### src/rtl/aerout_axis_tx.sv
// AER output port to AXI-Stream bridge: 4-phase handshake with the core, spike
// addresses buffered in a show-ahead FIFO, plus a saturating accepted-event count.
module aerout_axis_tx #(
    parameter int ADDR_W = 8,
    parameter int DEPTH  = 16,
    parameter int CNT_W  = 16
) (
    input  logic                     clk,
    input  logic                     rst_n,
    input  logic [ADDR_W-1:0]        AEROUT_ADDR,
    input  logic                     AEROUT_REQ,
    output logic                     AEROUT_ACK,
    output logic [ADDR_W-1:0]        m_axis_tdata,
    output logic                     m_axis_tvalid,
    input  logic                     m_axis_tready,
    output logic [$clog2(DEPTH):0]   fifo_level,
    output logic [CNT_W-1:0]         event_count
);

    localparam int AW = $clog2(DEPTH);

    localparam logic [0:0] ST_IDLE  = 1'b0;
    localparam logic [0:0] ST_ACKED = 1'b1;

    localparam logic [AW:0]      PTR_ONE = (AW+1)'(1);
    localparam logic [CNT_W-1:0] CNT_ONE = CNT_W'(1);

    logic [0:0]        r_state;
    logic [AW:0]       r_wr_ptr;
    logic [AW:0]       r_rd_ptr;
    logic [ADDR_W-1:0] r_mem [DEPTH];
    logic [CNT_W-1:0]  r_cnt;

    logic w_empty;
    logic w_full;
    logic w_push;
    logic w_pop;

    assign w_empty = (r_wr_ptr == r_rd_ptr);
    assign w_full  = (r_wr_ptr[AW-1:0] == r_rd_ptr[AW-1:0]) &&
                     (r_wr_ptr[AW] != r_rd_ptr[AW]);

    // Full is judged on the registered pointers, so a same-cycle pop cannot free a slot for a push.
    assign w_push = (r_state == ST_IDLE) && AEROUT_REQ && !w_full;
    assign w_pop  = !w_empty && m_axis_tready;

    always_ff @(posedge clk or negedge rst_n) begin
        if (!rst_n) begin
            r_state <= ST_IDLE;
        end else begin
            case (r_state)
                ST_IDLE:  if (w_push)      r_state <= ST_ACKED;
                ST_ACKED: if (!AEROUT_REQ) r_state <= ST_IDLE;
                default:                   r_state <= ST_IDLE;
            endcase
        end
    end

    always_ff @(posedge clk or negedge rst_n) begin
        if (!rst_n) begin
            r_wr_ptr <= '0;
            r_rd_ptr <= '0;
            r_cnt    <= '0;
        end else begin
            if (w_push) begin
                r_wr_ptr <= r_wr_ptr + PTR_ONE;
                if (r_cnt != '1) r_cnt <= r_cnt + CNT_ONE;
            end
            if (w_pop) r_rd_ptr <= r_rd_ptr + PTR_ONE;
        end
    end

    always_ff @(posedge clk) begin
        if (w_push) r_mem[r_wr_ptr[AW-1:0]] <= AEROUT_ADDR;
    end

    assign AEROUT_ACK    = (r_state == ST_ACKED);
    assign m_axis_tvalid = !w_empty;
    assign m_axis_tdata  = r_mem[r_rd_ptr[AW-1:0]];
    assign fifo_level    = r_wr_ptr - r_rd_ptr;
    assign event_count   = r_cnt;

endmodule

### config.mk
export PLATFORM = sky130hd
export DESIGN_NAME = aerout_axis_tx
export DESIGN_NICKNAME = d
export VERILOG_FILES = /design/src/rtl/aerout_axis_tx.sv
export SDC_FILE = /design/constraint.sdc
export NUM_CORES = 1
export LEC_CHECK = 0
export CAP_MARGIN = 20
export CORE_MARGIN = 2
export CORE_UTILIZATION = 39
export DETAILED_ROUTE_END_ITERATION = 7
export PLACE_DENSITY = 0.55
export SKIP_LAST_GASP = 1
export SLEW_MARGIN = 15
export SYNTH_ARGS = -nofsm -noshare
export SYNTH_HDL_FRONTEND = slang
export SYNTH_SLANG_ARGS = --single-unit
### constraint.sdc
create_clock -name clk -period 4.5 [get_ports clk]
set_input_delay 1.35 -clock clk [delete_from_list [all_inputs] [get_ports clk]]
set_output_delay 1.35 -clock clk [all_outputs]
set_load 0.01 [all_outputs]
==> flow_metrics.env <==
export IMPL_drtAntennaViolNets=0
export IMPL_post_cts_hold_fix_bufs=0
export IMPL_synthCells=370
export IMPL_async_reset_ff_share_pct=17.4
export IMPL_initial_core_util_pct=40.1
export IMPL_clk_path_buf_depth=2
export IMPL_avgViaCountPerCell=5.06
export IMPL_route_detailed_wl_per_inst_microns=19.3
export IMPL_drc_errors=0
export IMPL_final_cycle_utilization_of_the_critical_path_pct=89.2
export IMPL_finalInstanceArea_sq_um=7750
export IMPL_final_fill_count=1365
export IMPL_cp_required_ns=3.15
export IMPL_synth_top_cell_by_area="sky130_fd_sc_hd__edfxtp_1"
export IMPL_critical_path_peak_fanout=10
export IMPL_drt_wl_total_mm=12.8
export IMPL_number_of_global_route_vias_before_repair=3517
export IMPL_grt_pass1_wl_mm=20.7
export IMPL_via_count=3348
export IMPL_power_density_nw_per_um2=639
export IMPL_globalRouteTotalUtil_pct=16.1
export IMPL_postCtsSetupRepairBufs=0
export IMPL_ctsResizeCount=0
export IMPL_io_pin_count=43
export IMPL_place_hpwl_mm=8.40
export IMPL_tritoncts="built"
export IMPL_synth_edff_count=128
export IMPL_ctsRootBufferMaster="sky130_fd_sc_hd__clkbuf_16"
export IMPL_detail_route_first_pass_iterations=6
export IMPL_cp_data_arrival_time_ns=2.66
export IMPL_seq_area_sq_um=4520
export IMPL_die_x_microns=132
export IMPL_final_weighted_congestion_in_routability_driven_placement=0.740
export IMPL_tightest_slew_ns=0.740
export IMPL_synth_top_cell_area_share_pct=60.2
export IMPL_endpoint_kind="output pin"
export IMPL_synth_top_cells_by_area="sky130_fd_sc_hd__edfxtp_1 60%, sky130_fd_sc_hd__mux4_2 11%, sky130_fd_sc_hd__dfrtp_1 11%, sky130_fd_sc_hd__nand2_1 2.8%, sky130_fd_sc_hd__xnor2_1 2.7%"
export IMPL_postSynthAreaPerCell_sq_um=17.3
export IMPL_proportion_of_layout_cells_with_a_drive_suffix_above_1_pct=19.7
export IMPL_final_hold_viol_count=0
export IMPL_area_growth_syn_to_layout_pct=21.3
export IMPL_setup_viol=0
export IMPL_yosys_warnings=0
export IMPL_layout_min_cycle_time_ns=4.01
export IMPL_run_status="complete, no violations"
export IMPL_worst_setup_hold_path_clk_slew_ns=0.06
export IMPL_clock_skew_ns=0.00859
export IMPL_drt_first_iter_violations=161
export IMPL_cp_slowest_stage_delay_ns=0.55
export IMPL_cts_buffers=17
export IMPL_setup_tns_final_ns=0
export IMPL_netlist_area_sq_um=6390
export IMPL_antenna_found_initial=0
export IMPL_fmax_mhz=249
export IMPL_syn_num_nets=393
export IMPL_clk_latency_worst_skew_pair_ns=0.42
export IMPL_vdd_drop_max_mv=0.314
export IMPL_yosys_cell_types_count=34
export IMPL_drv_slew=0
export IMPL_clock_tree_htree_level_count=4
export IMPL_timing_max_slew_rel_slack_pct=50.5
export IMPL_ys_flop_type="sky130_fd_sc_hd__edfxtp_1"
export IMPL_grt_start_max_net_pins=28
export IMPL_dpl_instance_area_sq_um=7150
export IMPL_synth_sequential_area_ratio_pct=70.7
export IMPL_slowest_stage="sky130_fd_sc_hd__dfrtp_2"
export IMPL_dieArea_sq_um=17400
export IMPL_synth_register_bits=155
export IMPL_cts_sinks=155
export IMPL_count_of_antenna_diodes_in_the_layout=0
export IMPL_setup_worst_path_start_class="flop"
export IMPL_synth_top_cells_by_count="128 x sky130_fd_sc_hd__edfxtp_1, 48 x sky130_fd_sc_hd__nand2_1, 32 x sky130_fd_sc_hd__mux4_2"
export IMPL_setup_worst_path_class="reg2out"
export IMPL_design_final_nets=459
export IMPL_static_leakage_power_uw=0.00270
export IMPL_post_synth_top_count_cell="sky130_fd_sc_hd__edfxtp_1"
export IMPL_maxCapViolations=0
export IMPL_multiInputGateArea_sq_um=1740
export IMPL_place_port_buffers=42
export IMPL_worst_path_dominant_cell_family="buffers and inverters"
export IMPL_grt_setup_unrepaired="false"
export IMPL_core_area_sq_um=15900
export IMPL_crit_path_cell_trace="buf_4 -> mux4_2 -> nand2_1 -> and3_1 -> a31oi_1 -> clkdlybuf4s50_1"
export IMPL_placementRows=46
export IMPL_die_h_microns=132
export IMPL_overflow=0
export IMPL_critical_path_n_buffers_inverters=2
export IMPL_class_of_the_most_critical_hold_timing_path="reg2reg"
==> per-layer routing <==
metal / track usage [%] / vias to the layer above / routed length [microns] / part of all wire, %
met4: 6.16 / 0 / 198 / 1.6
met2: 25.1 / 57 / 6090 / 48
met3: 3.96 / 19 / 446 / 3.5
met5: 0 / - / 0 / 0
met1: 21.9 / 1723 / 6020 / 47
li1: - / 1549 / - / -
==> logic make-up after synthesis <==
family | after synthesis | synth area share [%]
compound gates | 18 | 2.06
xor+xnor | 26 | 3.56
fa+ha+maj | 11 | 2.27
buf+inv | 23 | 1.98
flops | 155 | 70.7
mux | 35 | 11.8
simple gates | 102 | 7.58
==> worst paths after layout <==
check                      cells after the start         endpoint       startpoint  slack, ns
setup / recovery                               6  m_axis_tdata[3]      r_rd_ptr[0]       0.49
hold / removal                                 1  event_count[15]  event_count[15]       0.51
setup reg to reg                               6      r_mem[6][0]      r_rd_ptr[1]       1.69
hold reg to reg                                1  event_count[15]  event_count[15]       0.51
max in group asynchronous                      2      r_rd_ptr[0]            rst_n       2.91
min in group asynchronous                      2  event_count[15]            rst_n       1.30
==> per-stage QoR <==
step | power (uW) | utilization, % | cells | hold slack, ns | worst slack [ns]
6_report | 4950 | 48.6 | 662 | 0.509 | 0.487
5_1_grt | 5220 | 48.6 | 662 | 0.539 | 0.305
4_1_cts | 5020 | 48.6 | 662 | 0.509 | 0.422
3_5_place_dp | 3530 | 44.8 | 633 | 0.497 | 0.884
3_3_place_gp | 3530 | 44.8 | 633 | 0.495 | 0.915
2_1_floorplan | 2860 | - | 370 | 0.498 | 1.03
==> power by group <==
| part | internal [uW] | leakage (uW) | switching [uW] |
|---|---|---|---|
| sequential | 1690 | 0.00150 | 128 |
| clock | 919 | 0.000278 | 549 |
| combinational | 849 | 0.000923 | 816 |
==> registers in the layout (all words and copies together), names as in the netlist <==
register,flops
AEROUT_ACK,1
event_count,16
r_mem,128
r_rd_ptr,5
r_wr_ptr,5
==> cell usage in the layout (no fill, tap or decap), types with 3 or more instances in the layout <==
| cell | n |
|---|---|
| sky130_fd_sc_hd__buf_4 | 19 |
| sky130_fd_sc_hd__mux4_2 | 32 |
| sky130_fd_sc_hd__o21ai_0 | 3 |
| sky130_fd_sc_hd__nand3_1 | 7 |
| sky130_fd_sc_hd__bufinv_16 | 4 |
| sky130_fd_sc_hd__nand4_1 | 7 |
| sky130_fd_sc_hd__clkinvlp_4 | 4 |
| sky130_fd_sc_hd__nand2_1 | 48 |
| sky130_fd_sc_hd__inv_1 | 6 |
| sky130_fd_sc_hd__xor2_1 | 6 |
| sky130_fd_sc_hd__xnor2_1 | 20 |
| sky130_fd_sc_hd__nor3_1 | 4 |
| sky130_fd_sc_hd__nor2_1 | 14 |
| sky130_fd_sc_hd__clkinv_1 | 3 |
| sky130_fd_sc_hd__mux2_2 | 3 |
| sky130_fd_sc_hd__clkbuf_16 | 17 |
| sky130_fd_sc_hd__and4_1 | 3 |
| sky130_fd_sc_hd__clkdlybuf4s50_1 | 42 |
| sky130_fd_sc_hd__a31oi_1 | 8 |
| sky130_fd_sc_hd__dfrtp_1 | 26 |
| sky130_fd_sc_hd__and3_1 | 11 |
| sky130_fd_sc_hd__edfxtp_1 | 128 |
| sky130_fd_sc_hd__ha_1 | 10 |
==> area by class of cell <==
type | instances | area share [%]
clock inverters | 11 | 2.21
inverters | 8 | 0.388
well taps | 216 | 3.49
repair buffers | 62 | 7.53
flip-flops and latches | 155 | 58.3
multi-input cells | 192 | 22.5
clock buffers | 18 | 5.54
Note: power is estimated with default switching activity, not from simulation.
